--- src/rtl/uart_tx_param.sv ---
// Parametrised UART transmitter: baud divider, 5..9 data bits, optional parity,
// 1 or 2 stop bits, valid/ready word capture. TX, tx_busy and tx_done are registered.
`timescale 1ns/1ps
module uart_tx_param #(
    parameter int CLKS_PER_BIT = 434,
    parameter int DATA_BITS    = 8,
    parameter int PARITY       = 0,
    parameter int STOP_BITS    = 1
) (
    input  logic                 clc,
    input  logic                 res,
    input  logic [DATA_BITS-1:0] tx_data,
    input  logic                 tx_valid,
    output logic                 tx_ready,
    output logic                 TX,
    output logic                 tx_busy,
    output logic                 tx_done
);

    localparam int BAUD_W = (CLKS_PER_BIT > 1) ? $clog2(CLKS_PER_BIT) : 1;
    localparam int BIT_W  = $clog2(DATA_BITS);
    localparam logic [BAUD_W-1:0] BAUD_LAST = BAUD_W'(CLKS_PER_BIT - 1);
    localparam logic [BIT_W-1:0]  DATA_LAST = BIT_W'(DATA_BITS - 1);
    localparam logic [BIT_W-1:0]  STOP_LAST = BIT_W'(STOP_BITS - 1);
    localparam logic              ODD_FLIP  = (PARITY == 1);

    if (CLKS_PER_BIT < 2 || CLKS_PER_BIT > 65535) begin : g_bad_clks_per_bit
        $error("uart_tx_param: CLKS_PER_BIT must be 2..65535");
    end
    if (DATA_BITS < 5 || DATA_BITS > 9) begin : g_bad_data_bits
        $error("uart_tx_param: DATA_BITS must be 5..9");
    end
    if (PARITY < 0 || PARITY > 2) begin : g_bad_parity
        $error("uart_tx_param: PARITY must be 0, 1 or 2");
    end
    if (STOP_BITS < 1 || STOP_BITS > 2) begin : g_bad_stop_bits
        $error("uart_tx_param: STOP_BITS must be 1 or 2");
    end

    typedef enum logic [2:0] {
        S_IDLE,
        S_START,
        S_DATA,
        S_PARITY,
        S_STOP
    } state_t;

    state_t                 state_reg,  state_next;
    logic [BAUD_W-1:0]      baud_reg,   baud_next;
    logic [BIT_W-1:0]       bit_reg,    bit_next;
    logic [DATA_BITS-1:0]   shift_reg,  shift_next;
    logic                   parity_reg, parity_next;
    logic                   tx_reg,     tx_next;
    logic                   busy_reg,   busy_next;
    logic                   done_reg,   done_next;
    logic                   bit_end;

    assign bit_end  = (baud_reg == BAUD_LAST);
    assign tx_ready = (state_reg == S_IDLE);

    // tx_next is the line level of the state being entered, so TX changes on
    // the same edge as the state register.
    always_comb begin
        state_next  = state_reg;
        baud_next   = baud_reg;
        bit_next    = bit_reg;
        shift_next  = shift_reg;
        parity_next = parity_reg;
        tx_next     = tx_reg;
        done_next   = 1'b0;

        if (state_reg != S_IDLE) begin
            baud_next = bit_end ? '0 : baud_reg + 1'b1;
        end

        case (state_reg)
            S_IDLE: begin
                tx_next = 1'b1;
                if (tx_valid) begin
                    state_next  = S_START;
                    tx_next     = 1'b0;
                    baud_next   = '0;
                    bit_next    = '0;
                    shift_next  = tx_data;
                    parity_next = (^tx_data) ^ ODD_FLIP;
                end
            end
            S_START: begin
                if (bit_end) begin
                    state_next = S_DATA;
                    tx_next    = shift_reg[0];
                    bit_next   = '0;
                end
            end
            S_DATA: begin
                if (bit_end) begin
                    if (bit_reg == DATA_LAST) begin
                        bit_next = '0;
                        if (PARITY != 0) begin
                            state_next = S_PARITY;
                            tx_next    = parity_reg;
                        end else begin
                            state_next = S_STOP;
                            tx_next    = 1'b1;
                        end
                    end else begin
                        bit_next   = bit_reg + 1'b1;
                        shift_next = shift_reg >> 1;
                        tx_next    = shift_reg[1];
                    end
                end
            end
            S_PARITY: begin
                if (bit_end) begin
                    state_next = S_STOP;
                    tx_next    = 1'b1;
                    bit_next   = '0;
                end
            end
            S_STOP: begin
                if (bit_end) begin
                    if (bit_reg == STOP_LAST) begin
                        state_next = S_IDLE;
                        done_next  = 1'b1;
                    end else begin
                        bit_next = bit_reg + 1'b1;
                    end
                end
            end
            default: begin
                state_next = S_IDLE;
                tx_next    = 1'b1;
            end
        endcase

        busy_next = (state_next != S_IDLE);
    end

    always_ff @(posedge clc) begin
        if (!res) begin
            state_reg  <= S_IDLE;
            baud_reg   <= '0;
            bit_reg    <= '0;
            shift_reg  <= '0;
            parity_reg <= 1'b0;
            tx_reg     <= 1'b1;
            busy_reg   <= 1'b0;
            done_reg   <= 1'b0;
        end else begin
            state_reg  <= state_next;
            baud_reg   <= baud_next;
            bit_reg    <= bit_next;
            shift_reg  <= shift_next;
            parity_reg <= parity_next;
            tx_reg     <= tx_next;
            busy_reg   <= busy_next;
            done_reg   <= done_next;
        end
    end

    assign TX      = tx_reg;
    assign tx_busy = busy_reg;
    assign tx_done = done_reg;

endmodule

--- config.mk ---
export PLATFORM = sky130hd
export DESIGN_NAME = uart_tx_param
export DESIGN_NICKNAME = d
export VERILOG_FILES = /design/src/rtl/uart_tx_param.sv
export SDC_FILE = /design/constraint.sdc
export NUM_CORES = 1
export LEC_CHECK = 0
export ABC_AREA = 1
export BUFFER_PORTS_ARGS = -buffer_cell sky130_fd_sc_hd__clkbuf_2
export CAP_MARGIN = 25
export CORE_MARGIN = 3
export CORE_UTILIZATION = 50
export CTS_CLUSTER_DIAMETER = 150
export DETAILED_ROUTE_END_ITERATION = 8
export HOLD_SLACK_MARGIN = 0.03
export PLACE_DENSITY = 0.7
export SETUP_SLACK_MARGIN = 0.02
export SKIP_LAST_GASP = 1
export SLEW_MARGIN = 5
export SYNTH_ARGS = -nofsm -noshare
export SYNTH_HDL_FRONTEND = slang
export SYNTH_SLANG_ARGS = --single-unit
--- constraint.sdc ---
create_clock -name clc -period 3.7 [get_ports clc]
set_clock_uncertainty 0.15 [all_clocks]
set_input_delay 0.185 -clock clc [delete_from_list [all_inputs] [get_ports clc]]
set_output_delay 0.185 -clock clc [all_outputs]
set_load 0.01 [all_outputs]
=== Word level (Yosys, flattened, before mapping) ===
Index checks and enable logic that the tools add are counted.

* Add/sub/neg operators: 2
* Equality and inequality tests: 14
* Mux-type cells: 30
* Bitwise operators: 1
* Reduce and logical (&&, ||, !) cells: 11

{| class="wikitable"
|+ Operators with widths
! operator !! number
|-
| two-way mux 3 bit || 13
|-
| two-way mux 9 bit || 4
|-
| two-way mux 8 bit || 3
|-
| one-hot mux 8 bit (2 select lines) || 1
|-
| one-hot mux 3 bit (5 select lines) || 1
|-
| != test 2 bit, second input constant || 7
|-
| one-hot mux 3 bit (4 select lines) || 1
|-
| adder 9 x 1 -> 9 bit, second input constant || 1
|-
| equality test 9 bit, second input constant || 1
|-
| AND reduction 4 bit || 2
|-
| equality test 3 x 2 -> 1 bit, second input constant || 2
|-
| equality test 3 bit, second input constant || 2
|-
| logical NOT 3 bit || 2
|-
| two-way mux 1 bit || 6
|-
| AND reduction 6 bit || 1
|-
| nonzero test 3 bit || 2
|-
| one-hot mux 1 bit (5 select lines) || 1
|-
| nonzero test 4 bit || 1
|-
| adder 3 x 1 -> 3 bit, second input constant || 1
|-
| equality test 3 x 1 -> 1 bit, second input constant || 1
|-
| AND reduction 3 bit || 1
|-
| != test 2 x 1 -> 1 bit, second input constant || 1
|-
| nonzero test 2 bit || 1
|-
| OR reduction 2 bit || 1
|-
| inverter 1 bit || 1
|}

* Flip-flop bits (word level): 26
* Input port bits: 11
* Output and inout bits: 4
* Word-level logic and storage cells: 65

=== Logic depth before layout (Yosys ltp) ===
Gate-level depths: netlist of the first run.

* Word-level depth: 5
* Depth in mapped cells: 12
* Depth with buffers taken out: 12

=== Least setup slack after synthesis of the first run ===
OpenSTA, ideal clock, no wires.

* Path type: register to register
* From: register baud_reg[1]
* To: register shift_reg[2]
* Library setup time: 113 ps
* Data arrival time: 1366 ps
* Required time: 3437 ps
* Path slack: 2071 ps
* Stages on the path, launching flop included: 11
* Buffers on the path: 1
* Period minus slack after synthesis: 1629 ps
* Path through: dfxtp_1 inv_1 ha_1 nand2_1 nor2_1 nand2_2 a21oi_4 nand3_2 buf_6 nor2_1 nor2_1

* Word-level cells in the longest chain between the ends: 3

{| class="wikitable"
|+ RTL lines
! what !! RTL line !! text
|-
| from (decl) || 49 || <nowiki>logic [BAUD_W-1:0] baud_reg, baud_next;</nowiki>
|-
| from (signal assigned) || 151 || <nowiki>baud_reg <= baud_next;</nowiki>
|-
| equality test 9 bit || 58 || <nowiki>assign bit_end = (baud_reg == BAUD_LAST);</nowiki>
|-
| != test 2 bit (no line) || - ||
|-
| AND reduction 4 bit (no line) || - ||
|-
| to (signal assigned) || 153 || <nowiki>shift_reg <= shift_next;</nowiki>
|-
| to (decl) || 51 || <nowiki>logic [DATA_BITS-1:0] shift_reg, shift_next;</nowiki>
|}

Every way passes these cells.
A chain may end at the register's enable or synchronous reset.

=== Worst setup path in the final report of the first run ===
Ends and elaborated chain as after synthesis.

==> results.ini, run 1 <==
[placement]
post-dp-hpwl_mm=2.135
port_buffers=14
gp_congestion=0.8454

[global_routing]
met2_usage=0.2932
antenna_found_initial=0
grt_first_pass_wirelength_mm=5.030
first_global_vias=1187
gr-usage-met3=0.03024
overflow=0
met1_usage=0.2339
grt.total_usage=0.1795
busiest_layer=met2
grt_start_max_net_pins=17

[synth]
synthDominantCellAreaShare=0.3571
yosysSeqAreaShare=0.3571
ys_top_cells_by_area=dfxtp_1, nand2_1, inv_1
syn_nets=232
syn_area_um2=1458
async_flop_share=0
yosys_warnings=0
yosysTopAreaCell=dfxtp_1
synthTopCellsByCount=nand2_1, inv_1, nor2_1, dfxtp_1, o21ai_0
synth_edf_count=0
synth_seq_cells=26
synthCells=216
synthFlopType=dfxtp_1
synth.distinct_cells=26
synth_most_common_cell=nand2_1
avgSynthCellArea_um2=6.748

[power]
total_power_uw=532.9
p_leak_nw=0.7473
ir_drop_v=0.0002246
power_density_nw_per_um2=341.3

[critical_path]
r2r_cells=10
crit_type=reg2reg
end_kind=flop
cp.required_ns=3.83
cp-start-kind=flop
worstPathArrival_ns=2.01
path_max_fanout=13

[timing]
final-setup-viol-count=0
fin_crit_sh=0.5069
hold_viol=0
drv_slew=0
rsz0062_at_grt=no
layout_min_cycle_time_ns=1.875
relSlewSlack=0.7881
fmaxAchievable_mhz=533.2
setup_tns_ns=0
worstMarginPinSlew_ns=0.3172

[cts]
clk_pin_slew_worst_paths_ns=0.14
clock_latency_ns=0.33
cts.htree.levels=1
cts_tree=done
cts_setup_buffers=0
cts-resized-gates=0
clock-sinks=26
cts_root_buf=clkbuf_4
ctsLongestPathBuffers=2
hold_buffers=0
numCtsBuffers=3

[routing]
vias=1316
vias_per_cell=5.062
wl_mm=2.792
drtIter0Drc=32
wire_per_inst_um=10.74
ant_nets=0
drc_errors=0
first_pass_iters=4

[cells_and_area]
largest_register_ffs=9
num_antenna_cells=0
area_growth_pct=7.125
fin_nets=247
register_area_um2=520.5
fill_cells=267
layout-drive-gt1-share=0.1174
multi_input_area_um2=773.2

[floorplanning]
initial_utilization=0.5580
die_x_um=60.00
core_um2=2613
die_area_um2=3599
core.rowCount=18
die_y_um=60.00
io_pins=15

[flow_run]
cap_violations=0

[run_status]
status=finished, final reports clean

[hold_path]
min_path_type=in2reg
hold_depth=5

[layout by cell type, fill, tap and decap left out]
master / Yosys / layout
nand2_1: 55 / 55
inv_1: 32 / 32
nor2_1: 30 / 30
dfxtp_1: 26 / 26
o21ai_0: 15 / 15
clkbuf_2: 0 / 14
a21oi_1: 11 / 11
nand3_1: 10 / 10
nand4_1: 7 / 7
ha_1: 5 / 5
xor2_1: 4 / 4
nor3_1: 3 / 3
clkbuf_4: 0 / 3
nor2_4: 2 / 2
nand2_2: 2 / 2
nand2_4: 1 / 1
inv_2: 1 / 1
o21bai_1: 1 / 1
a21oi_4: 1 / 1
nand3_2: 1 / 1
a21oi_2: 1 / 1
a21boi_0: 1 / 1
o31ai_1: 1 / 1
o211ai_1: 1 / 1
o22ai_1: 1 / 1
clkbuf_8: 1 / 1
[power by group]
group	switching [mW]	leakage (nW)	total, mW	internal, mW
logic	0.0533	0.513	0.0840	0.0307
registers	0.00912	0.213	0.304	0.295
clock network	0.0841	0.0210	0.144	0.0602
total	0.147	0.747	0.533	0.386
[final cells by class]
cell class	instances	area share
Inverter	33	0.07933
Multi-Input combinational cell	153	0.4952
Sequential cell	26	0.3333
Tap cell	30	0.02404
Clock buffer	4	0.02324
Timing Repair Buffer	14	0.04487
[cell families (layout without fill, tap and decap cells)]
kind of cell | Yosys count | count (layout) | share of synthesized area
compound gates | 33 | 33 | 0.1313
fa+ha+maj | 5 | 5 | 0.04292
xor+xnor | 4 | 4 | 0.02403
buf+inv | 37 | 51 | 0.1124
simple gates | 111 | 111 | 0.3322
flops | 26 | 26 | 0.3571
[critical path, cell delays in order, from the launching register on]
cell	delay [ns]
dfxtp_1	0.34
inv_1	0.09
ha_1	0.15
nand2_1	0.05
nor2_1	0.13
nand2_2	0.16
a21oi_4	0.23
nand3_2	0.25
nand2_1	0.13
nand2_1	0.06
nor2_1	0.08
[metal layers]
metal  wire length (um)  part of all wire
met5                  0                 0
met1               1341              0.48
met2               1332              0.48
met3                 68             0.024
met4                 50             0.018
[through the flow]
| stage | cells | util | instance area, um2 | hold WS (ns) | setup slack [ns] |
|---|---|---|---|---|---|
| floorplan | 216 | - | 1458 | 0.1513 | 2.071 |
| global placement | 256 | 0.5838 | 1525 | 0.3023 | 1.917 |
| detailed placement | 256 | 0.5838 | 1525 | 0.3142 | 1.863 |
| CTS | 260 | 0.5977 | 1562 | 0.03169 | 1.829 |
| global route | 260 | 0.5977 | 1562 | 0.05935 | 1.543 |
| finish | 260 | 0.5977 | 1562 | 0.03377 | 1.825 |
[worst paths after layout]
kind	from	to	slack (ns)
hold / removal	tx_data[3]	shift_reg[3]	0.03
setup / recovery	baud_reg[1]	shift_reg[2]	1.82
hold reg to reg	shift_reg[0]	shift_reg[0]	0.34
setup reg to reg	baud_reg[1]	shift_reg[2]	1.82
Power figures use the tool's default switching activity.
==> run 2: changes to the inputs <==
- ABC_AREA: 1 -> 0
- PLACE_DENSITY: 0.7 -> 0.73
- clock period: 3.7 -> 1.59 ns (I/O delays scaled with it)
==> run 2 against run 1 <==
  * Count of clock-buffer cells in the layout down 1
  * Die area rose by 0.30%
  * The flow now finishes with violations (setup timing)
  * Routed wire length grew 110%
  * Worst hold slack gained 0.079 ns
  * Critical path depth fell by 4
  * Synthesized cell count decreased by 24%
  * Sequential cell count unchanged
  * Via count up 30%
  * Area after synthesis up 0.34%
  * First-iteration DRC count rose to 3.3 times the previous value
  * Non-clock buffer count increased by 60
==> results.ini, run 2 <==
[synth]
syn_area_um2=1463  ; was 1458 um2
yosysTopAreaCell=dfxtp_1  ; unchanged
yosysSeqAreaShare=0.3559  ; was 0.3571
synthTopCellsByCount=dfxtp_1, nor2_1, mux2i_1, nand2_1, a31oi_1  ; was nand2_1, inv_1, nor2_1, dfxtp_1, o21ai_0
synth_edf_count=0  ; unchanged
synthCells=164  ; was 216
synth_seq_cells=26  ; unchanged
synth.distinct_cells=51  ; was 26
yosys_warnings=0  ; unchanged
synthFlopType=dfxtp_1  ; unchanged
synthDominantCellAreaShare=0.3559  ; was 0.3571
avgSynthCellArea_um2=8.919  ; was 6.748 um2
async_flop_share=0  ; unchanged
syn_nets=180  ; was 232
synth_most_common_cell=dfxtp_1  ; was nand2_1
ys_top_cells_by_area=dfxtp_1, mux2i_1, ha_1  ; was dfxtp_1, nand2_1, inv_1

[cells_and_area]
largest_register_ffs=9  ; unchanged
final_common_cell=buf_4  ; was nand2_1
fill_cells=130  ; was 267
register_area_um2=540.5  ; was 520.5 um2
final_cell_area_um2=2315  ; was 1562 um2
multi_input_area_um2=1044  ; was 773.2 um2
mostFrequentLayoutCells=buf_4, dfxtp_1, buf_6  ; was nand2_1, inv_1, nor2_1
area_growth_pct=58.25  ; was 7.125%
layout-drive-gt1-share=0.5043  ; was 0.1174
fin_nets=249  ; was 247

[routing]
met3WireLength_um=461  ; was 68 um
vias=1710  ; was 1,316
met1_length_mm=2.244  ; was 1.341 mm
drtIter0Drc=107  ; was 32
ant_nets=0  ; unchanged
vias_per_cell=6.502  ; was 5.062
first_pass_iters=4  ; unchanged
drc_errors=0  ; unchanged
wire_per_inst_um=21.78  ; was 10.74 um
met2_length_mm=2.695  ; was 1.332 mm
wl_mm=5.728  ; was 2.792 mm
highest_layer=met4  ; unchanged

[placement]
port_buffers=14  ; unchanged
gp_congestion=0.8559  ; was 0.8454
post-dp-hpwl_mm=2.779  ; was 2.135 mm
dpl_cell_area_um2=1829  ; was 1525 um2
place_ws_ns=-0.2199  ; was 1.863 ns

[critical_path]
worstPathArrival_ns=1.99  ; was 2.01 ns
crit_type=reg2reg  ; unchanged
crit_family=simple AND/OR/NAND/NOR gates  ; unchanged
cpMaxStageDelayCell=dfxtp_2  ; was dfxtp_1
max_stage_delay_ns=0.36  ; was 0.34 ns
crit_buf_inv=1  ; unchanged
path_cells=inv_2, ha_4, nand4b_1, o31ai_4, and3_4, mux2i_1  ; was inv_1, ha_1, nand2_1, nor2_1, nand2_2, a21oi_4, nand3_2, nand2_1, nand2_1, nor2_1
cp.required_ns=1.72  ; was 3.83 ns
path_max_fanout=7  ; was 13
end_kind=flop  ; unchanged
cp-start-kind=flop  ; unchanged

[timing]
worstMarginPinSlew_ns=0.4457  ; was 0.3172 ns
rsz0062_at_grt=yes  ; was no
whs_ns=0.1127  ; was 0.03377 ns
fmaxAchievable_mhz=537.2  ; was 533.2 MHz
drv_slew=0  ; unchanged
layout_min_cycle_time_ns=1.861  ; was 1.875 ns
hold_viol=0  ; unchanged
worst_slack_ns=-0.2715  ; was 1.825 ns
relSlewSlack=0.7015  ; was 0.7881
final-setup-viol-count=25  ; was 0
fin_crit_sh=1.171  ; was 0.5069

[global_routing]
first_global_vias=1451  ; was 1,187
antenna_found_initial=0  ; unchanged
grt.total_usage=0.2470  ; was 0.1795
overflow=0  ; unchanged
grt_first_pass_wirelength_mm=6.741  ; was 5.030 mm
grt_start_max_net_pins=16  ; was 17

[floorplanning]
die_y_um=60.09  ; was 60.00 um
die_area_um2=3610  ; was 3599 um2
core.rowCount=18  ; unchanged
initial_utilization=0.5551  ; was 0.5580
io_pins=15  ; unchanged
die_x_um=60.09  ; was 60.00 um
core_um2=2635  ; was 2613 um2

[cts]
clock-sinks=26  ; unchanged
ctsLongestPathBuffers=2  ; unchanged
numCtsBuffers=3  ; unchanged
cts_root_buf=clkbuf_4  ; unchanged
clock_latency_ns=0.35  ; was 0.33 ns
clk_pin_slew_worst_paths_ns=0.16  ; was 0.14 ns
cts_tree=done  ; unchanged
cts.htree.levels=1  ; unchanged

[power]
p_leak_nw=0.9436  ; was 0.7473 nW
ir_drop_v=0.0007399  ; was 0.0002246 V
power_density_nw_per_um2=635.2  ; was 341.3 nW/um2

[run_status]
violations=setup timing
status=finished, violations left  ; was finished, final reports clean

[flow_run]
cap_violations=0  ; unchanged

[hold_path]
min_path_type=in2reg  ; unchanged

==> run 2: changes by cell type in the layout (fill, tap and decap cells not counted), moves of 9 or more <==
| cell | change |
|---|---|
| o21ai_0 | -12 |
| mux2i_1 | +9 |
| nor2_1 | -19 |
| inv_1 | -29 |
| buf_4 | +36 |
| nand2_1 | -46 |
| dfxtp_1 | -10 |
| buf_6 | +16 |
| dlygate4sd3_1 | +9 |
==> run 2: kinds of logic (layout without fill, tap and decap cells) <==
logic type	count (synthesis)	in the layout	share of synthesized area
AOI/OAI and AO/OA	45	45	0.2198
xor gates and xnor gates	5	5	0.02994
adders and majority gates	5	5	0.04277
buffers and inverters	18	86	0.06586
DFF	26	26	0.3559
muxes	10	10	0.06844
other	0	1	0
and+or+nand+nor	55	55	0.2173
==> run 2: metrics by stage <==
stage	util	setup TNS (ns)	std cells	power, mW
floorplan	-	-0.9933	164	0.8238
global placement	0.6942	-1.585	236	0.8957
detailed placement	0.6942	-2.351	236	0.9035
CTS	0.7877	-1.319	254	1.377
global route	0.8775	-5.969	262	1.516
finish	0.8784	-3.909	263	1.470
==> run 2: path summary, 6_finish.rpt <==
path,startpoint,endpoint,slack (ns),depth (start not counted)
max,baud_reg[1],shift_reg[0],-0.27,6
min,tx_valid,baud_reg[5],0.11,4
max reg2reg,baud_reg[1],shift_reg[0],-0.27,6
min reg2reg,shift_reg[0],shift_reg[0],0.41,2
==> run 2: power breakdown <==
part           switching (mW)  internal (mW)
logic                   0.140          0.140
registers              0.0244          0.675
clock network           0.235          0.255
==> run 2: timing repair <==
| item | 4_1_cts | 5_1_grt |
|---|---|---|
| pin swaps | 19 | 19 |
| gates cloned | 0 | 0 |
| hold endpoints to repair | 11 | 0 |
| endpoints found under the setup margin | 26 | 27 |
| gates resized for setup | 23 | 44 |
| hold buffers | 9 | 0 |
| setup buffers | 5 | 11 |
==> run 2: cell type report <==
cell class              instances  area share
repair buffers                 74      0.2616
multi-input cells             120      0.4508
well taps                      30     0.01622
flip-flops and latches         26      0.2335
clock buffers                   3    0.009730
diodes                          1    0.001081
clock inverters                 1     0.01297
inverters                       8     0.01405
==> run 2: metal layers <==
metal	vias to the layer above	track usage
met5	-	0
met4	0	0.07595
met3	40	0.03888
met2	115	0.4074
met1	808	0.3277
li1	747	-
==> run 2: tightest hold or removal path, stage by stage <==
cell,delay (ns)
clkbuf_2,0.21
o21ai_2,0.11
a21oi_2,0.12
nor3_2,0.06
